## src/rtl/spi_pkg.sv

```systemverilog
// Shared definitions for the SPI transaction scheduler: FSM encoding and default parameters.
package spi_pkg;

    localparam int unsigned DEF_DATA_W  = 16;
    localparam int unsigned DEF_GAP_CYC = 4;
    localparam int unsigned DEF_TMO_CYC = 1023;

    typedef enum logic [1:0] {
        IDLE = 2'd0,
        WAIT = 2'd1,
        GAP  = 2'd2
    } state_t;

endpackage

```

## src/rtl/spi_rr_arb.sv

```systemverilog
// Two-way round-robin arbiter; remembers the last served requester and favours the other on contention.
module spi_rr_arb (
    input  logic       clk,
    input  logic       rst,
    input  logic [1:0] req,
    input  logic       update,
    input  logic       last,
    output logic       winner
);

    logic ptr;

    // ptr holds the index served last; resetting it to 1 makes requester 0 win first
    always_ff @(posedge clk) begin
        if (rst) begin
            ptr <= 1'b1;
        end else if (update) begin
            ptr <= last;
        end
    end

    always_comb begin
        winner = (&req) ? ~ptr : req[1];
    end

endmodule

```

## src/rtl/spi_sched.sv

```systemverilog
// Schedules SPI transactions for two requesters: round-robin grant, wait for completion or timeout, enforce idle gap.
module spi_sched
    import spi_pkg::*;
#(
    parameter int unsigned DATA_W  = DEF_DATA_W,
    parameter int unsigned GAP_CYC = DEF_GAP_CYC,
    parameter int unsigned TMO_CYC = DEF_TMO_CYC
) (
    input  logic              clk,
    input  logic              rst,
    input  logic              req0,
    input  logic              req1,
    input  logic [DATA_W-1:0] tx0,
    input  logic [DATA_W-1:0] tx1,
    output logic              gnt0,
    output logic              gnt1,
    output logic              done0,
    output logic              done1,
    output logic [DATA_W-1:0] rx0,
    output logic [DATA_W-1:0] rx1,
    output logic              spi_start,
    output logic [DATA_W-1:0] spi_tx,
    output logic              spi_sel,
    input  logic              spi_done,
    input  logic [DATA_W-1:0] spi_rx,
    output logic              err
);

    localparam int unsigned TW = (TMO_CYC >= 1024) ? $clog2(TMO_CYC + 1) : 10;
    localparam int unsigned GW = (GAP_CYC > 1) ? $clog2(GAP_CYC) : 1;

    state_t            state, state_n;
    logic [TW-1:0]     tmo_cnt, tmo_n;
    logic [GW-1:0]     gap_cnt, gap_n;
    logic [1:0]        gnt, gnt_n;
    logic [1:0]        done, done_n;
    logic              start_n, err_n, sel_n;
    logic [DATA_W-1:0] tx_n, rx0_n, rx1_n;
    logic              update, winner;

    spi_rr_arb u_arb (
        .clk    (clk),
        .rst    (rst),
        .req    ({req1, req0}),
        .update (update),
        .last   (winner),
        .winner (winner)
    );

    always_ff @(posedge clk) begin
        if (rst) begin
            state     <= IDLE;
            tmo_cnt   <= '0;
            gap_cnt   <= '0;
            gnt       <= '0;
            done      <= '0;
            spi_start <= 1'b0;
            err       <= 1'b0;
            spi_sel   <= 1'b0;
            spi_tx    <= '0;
            rx0       <= '0;
            rx1       <= '0;
        end else begin
            state     <= state_n;
            tmo_cnt   <= tmo_n;
            gap_cnt   <= gap_n;
            gnt       <= gnt_n;
            done      <= done_n;
            spi_start <= start_n;
            err       <= err_n;
            spi_sel   <= sel_n;
            spi_tx    <= tx_n;
            rx0       <= rx0_n;
            rx1       <= rx1_n;
        end
    end

    // Every pulse output is computed here and registered above, so none is combinational from inputs
    always_comb begin
        state_n = state;
        tmo_n   = tmo_cnt;
        gap_n   = gap_cnt;
        gnt_n   = '0;
        done_n  = '0;
        start_n = 1'b0;
        err_n   = 1'b0;
        sel_n   = spi_sel;
        tx_n    = spi_tx;
        rx0_n   = rx0;
        rx1_n   = rx1;
        update  = 1'b0;
        case (state)
            IDLE: begin
                if (req0 || req1) begin
                    update  = 1'b1;
                    sel_n   = winner;
                    tx_n    = winner ? tx1 : tx0;
                    gnt_n   = {winner, ~winner};
                    start_n = 1'b1;
                    tmo_n   = '0;
                    state_n = WAIT;
                end
            end
            WAIT: begin
                // completion takes priority over a timeout in the same cycle
                if (spi_done) begin
                    if (spi_sel) rx1_n = spi_rx;
                    else         rx0_n = spi_rx;
                    done_n  = {spi_sel, ~spi_sel};
                    gap_n   = '0;
                    state_n = GAP;
                end else if (tmo_cnt == TW'(TMO_CYC)) begin
                    err_n   = 1'b1;
                    done_n  = {spi_sel, ~spi_sel};
                    gap_n   = '0;
                    state_n = GAP;
                end else begin
                    tmo_n = tmo_cnt + TW'(1);
                end
            end
            GAP: begin
                if (gap_cnt == GW'(GAP_CYC - 1)) begin
                    state_n = IDLE;
                end else begin
                    gap_n = gap_cnt + GW'(1);
                end
            end
            default: state_n = IDLE;
        endcase
    end

    assign gnt0  = gnt[0];
    assign gnt1  = gnt[1];
    assign done0 = done[0];
    assign done1 = done[1];

endmodule

```

## config.mk

```make
export PLATFORM = sky130hd
export DESIGN_NAME = spi_sched
export DESIGN_NICKNAME = d
export VERILOG_FILES = /design/src/rtl/spi_pkg.sv /design/src/rtl/spi_rr_arb.sv /design/src/rtl/spi_sched.sv
export SDC_FILE = /design/constraint.sdc
export NUM_CORES = 1
export LEC_CHECK = 0
export BUFFER_PORTS_ARGS = -buffer_cell sky130_fd_sc_hd__buf_2
export CORE_MARGIN = 1.5
export CORE_UTILIZATION = 43
export DETAILED_ROUTE_END_ITERATION = 8
export GPL_ROUTABILITY_DRIVEN = 0
export MAX_ROUTING_LAYER = met4
export PLACE_DENSITY_LB_ADDON = 0.15
export SLEW_MARGIN = 5
export SYNTH_ARGS = -nofsm -noshare
export SYNTH_HDL_FRONTEND = slang
export SYNTH_HIERARCHICAL = 1
export SYNTH_SLANG_ARGS = --single-unit
```

## constraint.sdc

```tcl
create_clock -name clk -period 2.3 [get_ports clk]
set_clock_uncertainty 0.15 [all_clocks]
set_input_delay 0.23 -clock clk [delete_from_list [all_inputs] [get_ports clk]]
set_output_delay 0.23 -clock clk [all_outputs]
set_load 0.01 [all_outputs]
```

==> results.md <==
* Crit path kind: flop to flop
* Synth cell types at 42
* Max-Cap Viols at 0
* Sequential fraction of the synthesis area at 0.495
* Number of standard-cell rows in the floorplan at 29
* Clock tree from TritonCTS: yes
* CTS clk-pin slew, worst paths at roughly 0.07 ns
* Port-buffer cells at 107
* Die Y-Extent at 84.1 um
* Number of global-route vias before repair at ~2600
* Number of storage elements in the synthesis netlist at 70
* Source-to-sink clock delay at the later pin of the worst-skew pair at roughly 0.34 ns
* Crit. Startpoint: tmo_cnt[0]
* Worst relative slew slack at 0.577
* Required @ worst endpoint at approximately 2.4 ns
* Post-synth EDFFs at 0
* Crit start category: flop
* Leakage at 1.66 nW
* Ys flop type: sky130_fd_sc_hd__dfxtp_1
* Antenna violations before repair at 0
* Inserted Clock Buffers at 9
* Number of diodes added for antenna fixing at 0
* Mean instance size in the synthesized netlist at between 8 and 9 um2
* Routed WL at 6890 um
* Max Clk Rate at between 400 and 500 MHz
* Average detailed-routed wire length per instance at 13.1 um
* Clock Sinks at 70
* Final core utilization at 0.595
* Setup slack after layout at about 0.27 ns
* Max Slew Vio Count at 0
* Share of the cycle needed by the critical path after routing at 0.884
* Number of standard cells after synthesis at 329
* Maximum fanout encountered on the critical timing path at 12
* Total GRT Usage at 0.209
* Post-CTS Setup Inserts at 0
* H-tree Lvls at 3
* Syn nets at about 380
* Fraction of final layout cells sized beyond drive strength 1 at 0.304
* Cell Pwr Density at 707 mW/mm2
* Outcome: completed
* Core region area at around 0.0063 mm2
* Global-route wire length before repair at 11600 um
* Clock tree root buffer cell: sky130_fd_sc_hd__clkbuf_8
* Nets at 502
* Instance area after placement at approximately 0.0034 mm2
* Clock network fraction of total power at 0.351
* Power share of the sequential group at 0.492
* Final cell area excluding filler cells at around 0.0038 mm2
* Total grt overflow at 0
* Final hold violations at 0
* Switching share of power at 0.267
* Pin count of the biggest net entering global routing at 37
* Number of nets with antenna violations after routing at 0
* Area of the mapped netlist at ~0.0028 mm2
* Data arrival time of the critical path at between 2 and 2.5 ns
* Worst-Margin Slew at about 0.63 ns
* Warning count from the yosys run at 6
* Deepest clock path buffer count at 2
* Half-perimeter wire length of the detailed placement result at 4730 um
* Layout overhead on the synthesized area at 33.5%
* Post-Route Setup TNS at 0 ns
* First-pass DRT Iterations at 5
* Hold_sp: spi_done
* Net Switching at around 0.71 mW
* DRC viols at 0
* Top-level port count at about 110
* Min Clock Period, post-route at approximately 2.0 ns
* Number of vias per cell at 5.09
* Type of the most critical hold path: primary input to flop
* Die X-Extent at approximately 84 um
* Resized cells post-CTS at 0
* Internal at 1.96 mW
* Comb pwr share at 0.156
* Crit path capture type: flop
* Effective utilization at floorplan at 0.446
* Startpoint of the lowest-slack register-to-register path: tmo_cnt[0]
* CTS hold repair buffers at 16
* VDD IR-drop max at 0.000396 V
* Async set-reset flop share out of synthesis at 0
* Number of vias after detailed routing at 2690
* Worst slack, placed at around 0.32 ns
* Total die area at 0.00708 mm2
* Final worst hold slack at about 0.026 ns
* Number of DRC markers after the initial detailed-route iteration at ~150
* Endpoints failing setup at 0
* Unrepaired setup endpoints after global routing: false
## logic make-up after synthesis
group                    after synthesis  synth area share
AO/OA/AOI/OAI                         82             0.184
AND/OR/NAND/NOR                      130             0.213
multiplexers                          16            0.0566
flip-flops                            70             0.495
buffers and inverters                 29            0.0433
adder cells (fa/ha/maj)                2           0.00884
## per-stage QoR
| stage | std cells | power (mW) |
|---|---|---|
| 2_1_floorplan | 329 | 1.58 |
| 3_3_place_gp | 497 | 1.73 |
| 3_5_place_dp | 497 | 1.74 |
| 4_1_cts | 528 | 2.70 |
| 5_1_grt | 528 | 2.83 |
| 6_report | 528 | 2.67 |
## area by class of cell
class	instances	area (um2)
Multi-Input combinational cell	230	1310
Sequential cell	70	1400
Inverter	3	11.3
Clock buffer	9	124
Fill cell	601	2570
Tap cell	77	96.3
Clock inverter	6	63.8
Timing Repair Buffer	133	771
## registers in the layout, indices dropped and copies added, names as in the netlist
signal     cells
gap_cnt        2
spi_sel        1
state          2
u_arb/ptr      1
rx1           16
gnt            2
err            1
tmo_cnt       10
spi_tx        16
done           2
rx0           16
spi_start      1
## worst max-delay path, cell delays in order (launching register included)
cell and delay (ns):
sky130_fd_sc_hd__dfxtp_1 0.35, sky130_fd_sc_hd__ha_1 0.24, sky130_fd_sc_hd__and3_1 0.29, sky130_fd_sc_hd__and4_1 0.34
sky130_fd_sc_hd__o311ai_0 0.40, sky130_fd_sc_hd__o41ai_1 0.13
## cells in the mapped netlist (all sizes together) (2+ instances only)
master | count | area [um2]
ha | 2 | 25.0
nand2b | 2 | 12.5
inv | 2 | 7.51
nand3b | 2 | 15.0
nand3 | 4 | 20.0
nand2 | 70 | 263
clkbuf | 15 | 57.6
nor2 | 22 | 82.6
and3 | 6 | 37.5
and4 | 3 | 26.3
o211ai | 2 | 15.0
nor3b | 2 | 20.0
mux2i | 16 | 160
o21ai | 3 | 15.0
a41oi | 3 | 26.3
nor4 | 2 | 12.5
buf | 11 | 53.8
dfxtp | 70 | 1400
a21oi | 41 | 205
a211o | 2 | 17.5
o311ai | 4 | 35.0
a211oi | 17 | 133
o41ai | 3 | 26.3
nor3 | 9 | 50.1
a31oi | 4 | 25.0
## power groups by stage
stage               combinational, mW  sequential [mW]  clock [mW]
floorplan                       0.213             1.37           0
global placement                0.392             1.34           0
detailed placement              0.397             1.34           0
CTS                             0.418             1.32       0.968
global route                    0.466             1.32        1.04
finish                          0.417             1.32       0.938
## worst paths after layout
| path | endpoint | slack [ns] | cells past startpoint |
|---|---|---|---|
| max | tmo_cnt[3] | 0.27 | 5 |
| min | err | 0.03 | 2 |
| max reg2reg | tmo_cnt[3] | 0.27 | 5 |
| min reg2reg | rx0[0] | 0.30 | 2 |
## layout by cell type (no fill, tap or decap), types with 2 or more instances in the layout
| master | count |
|---|---|
| sky130_fd_sc_hd__nand3_1 | 4 |
| sky130_fd_sc_hd__a211o_1 | 2 |
| sky130_fd_sc_hd__and3_1 | 6 |
| sky130_fd_sc_hd__nand3b_1 | 2 |
| sky130_fd_sc_hd__o311ai_0 | 4 |
| sky130_fd_sc_hd__nor4_1 | 2 |
| sky130_fd_sc_hd__inv_1 | 2 |
| sky130_fd_sc_hd__dfxtp_1 | 70 |
| sky130_fd_sc_hd__buf_2 | 107 |
| sky130_fd_sc_hd__nor3_1 | 8 |
| sky130_fd_sc_hd__a211oi_1 | 16 |
| sky130_fd_sc_hd__a21oi_1 | 41 |
| sky130_fd_sc_hd__clkbuf_8 | 9 |
| sky130_fd_sc_hd__nand2b_1 | 2 |
| sky130_fd_sc_hd__mux2i_1 | 16 |
| sky130_fd_sc_hd__buf_4 | 10 |
| sky130_fd_sc_hd__o211ai_1 | 2 |
| sky130_fd_sc_hd__clkinv_2 | 2 |
| sky130_fd_sc_hd__a41oi_1 | 3 |
| sky130_fd_sc_hd__o41ai_1 | 3 |
| sky130_fd_sc_hd__a31oi_1 | 4 |
| sky130_fd_sc_hd__and4_1 | 3 |
| sky130_fd_sc_hd__ha_1 | 2 |
| sky130_fd_sc_hd__o21ai_0 | 3 |
| sky130_fd_sc_hd__nor2_1 | 22 |
| sky130_fd_sc_hd__dlygate4sd3_1 | 16 |
| sky130_fd_sc_hd__clkinvlp_4 | 2 |
| sky130_fd_sc_hd__nand2_1 | 70 |
## layer usage
layer,share of wire,track usage
met5,0,-
met4,0.022,0.0820
met3,0.055,0.0747
met2,0.46,0.319
met1,0.47,0.254
(Power assumes the default switching activity.)
